===== src/rtl/exp_sched_pkg.sv =====
// rtl/exp_sched_pkg.sv - shared types and widths for the exponential-core scheduler
package exp_sched_pkg;

  localparam int FRAC_W = 16;
  localparam int INT_W  = 2;

  typedef enum logic [2:0] {
    IDLE,
    START,
    WAIT_LOW,
    WAIT_DONE,
    RESP
  } state_e;

endpackage


===== src/rtl/exp_sched_rr_arbiter.sv =====
// rtl/exp_sched_rr_arbiter.sv - combinational round-robin grant starting at ptr_i
module rr_arbiter #(
  parameter int N   = 4,
  parameter int IDW = $clog2(N)
) (
  input  logic [N-1:0]   req_i,
  input  logic [IDW-1:0] ptr_i,
  input  logic           en_i,
  output logic [N-1:0]   gnt_o,
  output logic [IDW-1:0] id_o
);

  logic [IDW-1:0] idx;
  logic           found;

  always_comb begin
    gnt_o = '0;
    id_o  = '0;
    found = 1'b0;
    idx   = '0;
    for (int i = 0; i < N; i++) begin
      idx = IDW'((int'(ptr_i) + i) % N);
      if (en_i && !found && req_i[idx]) begin
        found      = 1'b1;
        gnt_o[idx] = 1'b1;
        id_o       = idx;
      end
    end
  end

endmodule


===== src/rtl/exp_sched.sv =====
// rtl/exp_sched.sv - shares one exponential core among N requesters with a done watchdog
module exp_sched
  import exp_sched_pkg::*;
#(
  parameter int N          = 4,
  parameter int IDW        = $clog2(N),
  parameter int START_HOLD = 4,
  parameter int TIMEOUT    = 1024
) (
  input  logic                clk,
  input  logic                rst,
  input  logic                lock,
  input  logic [N-1:0]        req,
  input  logic [FRAC_W*N-1:0] x_in,
  output logic [N-1:0]        ack,
  output logic [IDW-1:0]      res_id,
  output logic [INT_W-1:0]    res_int,
  output logic [FRAC_W-1:0]   res_frac,
  output logic                res_err,
  output logic                busy,
  output logic                exp_start,
  output logic [FRAC_W-1:0]   exp_x,
  input  logic                exp_done,
  input  logic [INT_W-1:0]    exp_intpart,
  input  logic [FRAC_W-1:0]   exp_fracpart
);

  localparam int HW  = (START_HOLD > 1) ? $clog2(START_HOLD) : 1;
  localparam int WDW = (TIMEOUT > 2) ? $clog2(TIMEOUT) : 1;
  localparam logic [HW-1:0]  HOLD_LAST = HW'(START_HOLD - 1);
  localparam logic [WDW-1:0] WD_LAST   = WDW'(TIMEOUT - 1);
  localparam logic [IDW-1:0] ID_LAST   = IDW'(N - 1);

  state_e         state_q;
  logic [IDW-1:0] ptr_q, gid_q, ptr_d, gnt_id;
  logic [N-1:0]   gnt_oh;
  logic [HW-1:0]  hold_q;
  logic [WDW-1:0] wd_q;
  logic [FRAC_W-1:0] x_sel;

  rr_arbiter #(.N(N), .IDW(IDW)) u_arb (
    .req_i (req),
    .ptr_i (ptr_q),
    .en_i  (lock && (state_q == IDLE)),
    .gnt_o (gnt_oh),
    .id_o  (gnt_id)
  );

  always_comb begin
    x_sel = '0;
    for (int i = 0; i < N; i++) begin
      if (gnt_oh[i]) x_sel = x_sel | x_in[i*FRAC_W +: FRAC_W];
    end
  end

  assign ptr_d = (gnt_id == ID_LAST) ? '0 : gnt_id + 1'b1;

  always_ff @(posedge clk) begin
    if (!rst) begin
      state_q   <= IDLE;
      ptr_q     <= '0;
      gid_q     <= '0;
      hold_q    <= '0;
      wd_q      <= '0;
      ack       <= '0;
      res_id    <= '0;
      res_int   <= '0;
      res_frac  <= '0;
      res_err   <= 1'b0;
      busy      <= 1'b0;
      exp_start <= 1'b0;
      exp_x     <= '0;
    end else begin
      case (state_q)
        IDLE: begin
          if (|gnt_oh) begin
            exp_x     <= x_sel;
            gid_q     <= gnt_id;
            ptr_q     <= ptr_d;
            busy      <= 1'b1;
            exp_start <= 1'b1;
            hold_q    <= '0;
            state_q   <= START;
          end
        end
        START: begin
          if (hold_q == HOLD_LAST) begin
            exp_start <= 1'b0;
            wd_q      <= '0;
            state_q   <= WAIT_LOW;
          end else begin
            hold_q <= hold_q + 1'b1;
          end
        end
        // Ignore a done still high from the previous job until it has been seen low.
        WAIT_LOW: begin
          if (wd_q == WD_LAST) begin
            res_int      <= '0;
            res_frac     <= '0;
            res_err      <= 1'b1;
            res_id       <= gid_q;
            ack[gid_q]   <= 1'b1;
            state_q      <= RESP;
          end else begin
            wd_q <= wd_q + 1'b1;
            if (!exp_done) state_q <= WAIT_DONE;
          end
        end
        // Done is checked before the watchdog so it wins a same-cycle tie.
        WAIT_DONE: begin
          if (exp_done) begin
            res_int    <= exp_intpart;
            res_frac   <= exp_fracpart;
            res_err    <= 1'b0;
            res_id     <= gid_q;
            ack[gid_q] <= 1'b1;
            state_q    <= RESP;
          end else if (wd_q == WD_LAST) begin
            res_int    <= '0;
            res_frac   <= '0;
            res_err    <= 1'b1;
            res_id     <= gid_q;
            ack[gid_q] <= 1'b1;
            state_q    <= RESP;
          end else begin
            wd_q <= wd_q + 1'b1;
          end
        end
        RESP: begin
          ack     <= '0;
          busy    <= 1'b0;
          state_q <= IDLE;
        end
        default: state_q <= IDLE;
      endcase
    end
  end

endmodule


===== config.mk =====
export PLATFORM = sky130hd
export DESIGN_NAME = exp_sched
export DESIGN_NICKNAME = d
export VERILOG_FILES = /design/src/rtl/exp_sched_pkg.sv /design/src/rtl/exp_sched_rr_arbiter.sv /design/src/rtl/exp_sched.sv
export SDC_FILE = /design/constraint.sdc
export NUM_CORES = 1
export LEC_CHECK = 0
export ABC_AREA = 1
export CORE_AREA = 10 10 99 101
export CTS_CLUSTER_DIAMETER = 40
export DETAILED_ROUTE_END_ITERATION = 16
export DIE_AREA = 0 0 109 111
export GPL_TIMING_DRIVEN = 0
export PLACE_DENSITY = 0.88
export SLEW_MARGIN = 20
export SYNTH_ARGS = -nofsm -noshare
export SYNTH_HDL_FRONTEND = slang
export SYNTH_SLANG_ARGS = --single-unit

===== constraint.sdc =====
create_clock -name clk -period 2.8 [get_ports clk]
set_input_delay 0.56 -clock clk [delete_from_list [all_inputs] [get_ports clk]]
set_output_delay 0.56 -clock clk [all_outputs]
set_load 0.01 [all_outputs]

After elaboration in Yosys (flattened, before gate mapping)
Cells that the tools add are included.
{"block": "word_totals", "elab_cells": 145, "register_bits": 62}
{"block": "op_classes", "magnitude_cmp": 10, "muxes": 67, "eq_ne": 13, "n_bitwise": 7, "n_addsub": 6, "reduce_logical": 29}
{"op": "2-to-1 mux 16 bit", "count": 6}
{"op": "OR 16 bit", "count": 3}
{"op": "case mux 16 bit (2 select lines)", "count": 1}
{"op": "2-to-1 mux 10 bit", "count": 3}
{"op": "case mux 10 bit (3 select lines)", "count": 1}
{"op": "2-to-1 mux 4 bit", "count": 6}
{"op": "2-to-1 mux 2 bit", "count": 11}
{"op": "2-to-1 mux 3 bit", "count": 6}
{"op": "2-to-1 mux 1 bit", "count": 16}
{"op": "OR 4 bit", "count": 4}
{"op": "less-than comparator 2 x 3 -> 1 bit, second input constant", "count": 5}
{"op": "logical AND 1 bit", "count": 13}
{"op": "case mux 2 bit (2 select lines)", "count": 3}
{"op": "case mux 3 bit (4 select lines)", "count": 1}
{"op": "case mux 4 bit (3 select lines)", "count": 1}
{"op": "adder 10 x 1 -> 10 bit, second input constant", "count": 1}
{"op": "demux 1 bit (select 2 bit)", "count": 5}
{"op": "equality test 10 bit, second input constant", "count": 1}
{"op": "greater-or-equal comparator 2 x 1 -> 1 bit, second input constant", "count": 5}
{"op": "AND reduction 3 bit", "count": 3}
{"op": "binary-select mux 1 bit (select 2 bit)", "count": 4}
{"op": "adder 2 x 1 -> 2 bit, second input constant", "count": 3}
{"op": "equality test 3 x 2 -> 1 bit, second input constant", "count": 2}
{"op": "inequality test 2 bit, second input constant", "count": 3}
{"op": "14 further kinds", "count": 25}

Logic depth before layout (Yosys ltp)
{"block": "depth", "depth_word": 23, "ltp_mapped": 17, "mapped_depth_nobuf": 17}

Cells and area by module
From an unflattened synthesis, not the netlist that was laid out.
{"block": "hier_totals", "hier_cells": 535, "area_unflattened_um2": 3524.6}
{"mod": "exp_sched", "n_inst": 1, "cells_per_inst": 454, "area_per_inst_um2": 3031.7, "seq_area_each_um2": 1241.2}
{"mod": "rr_arbiter", "n_inst": 1, "cells_per_inst": 81, "area_per_inst_um2": 493.0, "seq_area_each_um2": 0.0}

Worst setup path after synthesis
Ideal clock, no wire load.
{"block": "synth_path", "path_type": "reg2reg", "start": "register (tool-made name)", "end": "register exp_x[7]", "t_required_ps": 2662, "synth_period_minus_slack_ps": 2344, "setup_ps": 138, "n_path_buf": 1, "t_arrival_ps": 2206, "setup_slack_ps": 456, "path_stages_with_launch": 16, "path_cell_list": "dfxtp_1 > inv_2 > ha_1 > inv_1 > nand3_1 > nand2_2 > inv_2 > nor2_4 > nand3_1 > nand3_4 > nor2_4 > nand2_4 > inv_6 > buf_12 > nand2_2 > a21oi_1"}
{"element": "end signal, assigned", "line_no": "exp_sched.sv:77", "rtl": "exp_x <= x_sel;"}
{"element": "end, declared", "line_no": "exp_sched.sv:22", "rtl": "output logic [FRAC_W-1:0] exp_x,"}

Worst setup path after layout
{"block": "layout_path", "start": "register ptr_q[1]", "end": "register gid_q[1]"}
{"block": "layout_between", "elab_chain_len": 18}
{"element": "start, declared", "line_no": "exp_sched.sv:35", "rtl": "logic [IDW-1:0] ptr_q, gid_q, ptr_d, gnt_id;"}
{"element": "start signal, assigned", "line_no": "exp_sched.sv:79", "rtl": "ptr_q <= ptr_d;"}
{"element": "branches (longest 18 deep; another with less-than comparator 2 x 3 -> 1 bit)"}
{"element": "end signal, assigned", "line_no": "exp_sched.sv:78", "rtl": "gid_q <= gnt_id;"}
{"element": "end, declared", "line_no": "exp_sched.sv:35"}
Parallel ways; which one is timed is not known. The select of a mux whose other input is x is not followed.
A chain may end at the register's enable or synchronous reset.

==> reports/results.ini <==
[status]
status=finished, final reports clean

[layout]
multi_input_area_mm2=0.00191
synthToLayoutAreaGrowth_pct=49.6
fin_cells=748
drive_gt1_share_pct=11.5
antenna_cells=0
nets=737
final_cell_mix=nand2_1 (201), clkdlybuf4s50_1 (132), dfxtp_1 (60)
nFillCells=674
area.sequential_mm2=0.00125
layout_commonest_cell=nand2_1

[grt]
grt_pass1_vias=3851
grt.overflow.total=0
grt_pass1_wl_um=17500
grt_usage_pct=17.5
grt_antenna_before_repair=0
grt_max_degree=13

[yosys]
synthCells=495
ys_seq_area_share_pct=36.8
synth.area.top_cells=dfxtp_1 (37%), nand2_1 (22%), a21oi_1 (6.5%), nor2_1 (4.5%), ha_1 (3.3%)
ys_warn_count=0
synth_edf_count=0
yosys_most_used_dff=dfxtp_1
yosys.area.top_type=dfxtp_1
ys_types=36
syn-num-nets=594
synth_seq_cells=62
syn_area_mm2=0.00337
async_reset_ff_share_pct=0
postSynthAreaPerCell_um2=6.80
synthDominantCellAreaShare_pct=36.8

[route]
vias_per_cell=4.90
route.detailed.drc=0
totalWireLength_um=10500
num_vias=3668
post_drt_wl_per_cell_um=14.1
dr.pass1.iters=4
drt.antenna.violating_nets=0
dr.first_iter.drc_count=205

[floorplan]
fp.dieW_um=109
die_area_mm2=0.0121
num_rows=33
ios=133
core_area_mm2=0.00797
fp.dieH_um=111
start_util_pct=42.3

[placement]
place.gp.congestion=0.850
port_buffers=132
dpl.hpwl_um=8450
placedCellCount=732

[worst_setup_path]
cp.required_ns=2.99
crit_type=flop to flop
startpoint_type=flop
cp.arrival_ns=2.75
path_max_fanout=10
worstSetupEndpointType=flop

[pwr]
cellPowerDensity_mw_per_mm2=745
leakagePower_nw=2.09
power_mw=3.75
vdd_drop_max_mv=0.409

[timing]
setup_viol=0
fin_crit_ns=2.57
hold_viol=0
relSlewSlack_pct=56.1
tns_ns=0
fmax_ghz=0.389
finalCritPeriodShare_pct=91.7
tightest_slew_ns=0.659
rsz0062_at_grt=no
clock_skew_ns=0.0100
drv_slew=0

[flow_run]
maxCapViolations=0

[clocking]
root_buffer=clkbuf_8
clock_sinks=62
htreeDepth=3
numCtsBuffers=9
clk_latency_ns=0.34
clk_pin_slew_ns=0.07
tritoncts=built
cts_hold_buf=0
post-cts-setup-buffers=0
clk_path_buf_depth=2

[min_path]
min_path_type=flop to flop

==> where the power goes <==
part | internal, mW | switching, mW | leakage (nW)
combinational | 0.777 | 0.976 | 1.48
clock | 0.440 | 0.366 | 0.103
sequential | 1.06 | 0.140 | 0.504
total | 2.27 | 1.48 | 2.09
==> layer usage <==
layer	vias to the layer above	track usage [%]	routed length, µm
met1	1638	18.3	4010
met4	0	6.33	161
met5	-	0	0
met2	145	29.3	5170
li1	1868	-	-
met3	17	8.66	1180
==> flip-flops by register name (all words and copies together) (netlist names), named ones only <==
| register | count |
|---|---|
| ack | 4 |
| busy | 1 |
| exp_start | 1 |
| exp_x | 16 |
| gid_q | 2 |
| hold_q | 2 |
| ptr_q | 1 |
| res_err | 1 |
| res_frac | 16 |
| res_id | 2 |
| res_int | 2 |
| state_q | 3 |
| wd_q | 10 |
==> cell usage after synthesis, types with 4 or more instances <==
master / instances
nand2_1: 201
o21ai_0: 7
clkbuf_1: 7
nand3_1: 22
a21oi_2: 8
nand4_1: 5
nand2_2: 16
nor2_4: 4
nor2_1: 40
nand3_2: 6
a21oi_1: 44
inv_2: 4
ha_1: 9
inv_1: 24
dfxtp_1: 62
==> path summary, 6_finish.rpt <==
check             slack (ns)                   from               endpoint  cells after the start
hold reg to reg         0.46      busy$_SDFFE_PN0P_      busy$_SDFFE_PN0P_                      2
setup reg to reg        0.23  ptr_q[1]$_SDFFE_PN0P_  gid_q[1]$_SDFFE_PN0P_                     15
hold / removal          0.46      busy$_SDFFE_PN0P_      busy$_SDFFE_PN0P_                      2
setup / recovery        0.23  ptr_q[1]$_SDFFE_PN0P_  gid_q[1]$_SDFFE_PN0P_                     15
==> metrics by stage <==
step | area (µm²) | setup WS, ns | hold slack, ns | utilization [%]
after global routing | 5040 | 0.0193 | 0.470 | 63.2
after CTS | 5030 | 0.0401 | 0.458 | 63.1
final | 5040 | 0.232 | 0.457 | 63.2
after floorplan | 3370 | 0.456 | 0.437 | -
after detailed placement | 4820 | 0.0101 | 0.445 | 60.5
after global placement | 4820 | 0.112 | 0.441 | 60.5
==> worst max-delay path: stages, from the launching register on <==
cell     delay (ns)
dfxtp_2        0.44
inv_1          0.17
ha_1           0.35
inv_1          0.14
nand3_1        0.11
nand2_2        0.11
inv_2          0.06
nor2_4         0.19
nand3_1        0.16
nand3_4        0.19
nor2_4         0.07
nand2_4        0.11
inv_6          0.06
buf_12         0.15
nand2_2        0.05
a21oi_1        0.05
==> layout make-up <==
| class | instances | area share [%] |
|---|---|---|
| clock buffers | 10 | 2.73 |
| well taps | 105 | 2.61 |
| flip-flops and latches | 62 | 24.7 |
| inverters | 33 | 2.58 |
| multi-input cells | 386 | 37.9 |
| repair buffers | 132 | 26.2 |
| plain buffers | 14 | 1.86 |
| clock inverters | 6 | 1.37 |
==> what timing repair did <==
action                     in CTS  in global routing
pin swaps                       0                  1
hold endpoints to repair        0                  0
resized for setup               1                  3
setup endpoints to repair       1                 24
==> cells by family (layout without fill, tap and decap cells) <==
kind of cell	Yosys count	count (layout)	synth area share, %
simple gates	307	307	41.0
flops	62	62	36.8
xor+xnor	1	1	0.260
buf+inv	47	195	6.65
fa+ha+maj	9	9	3.34
compound gates	69	69	11.8
(Power assumes the default switching activity.)
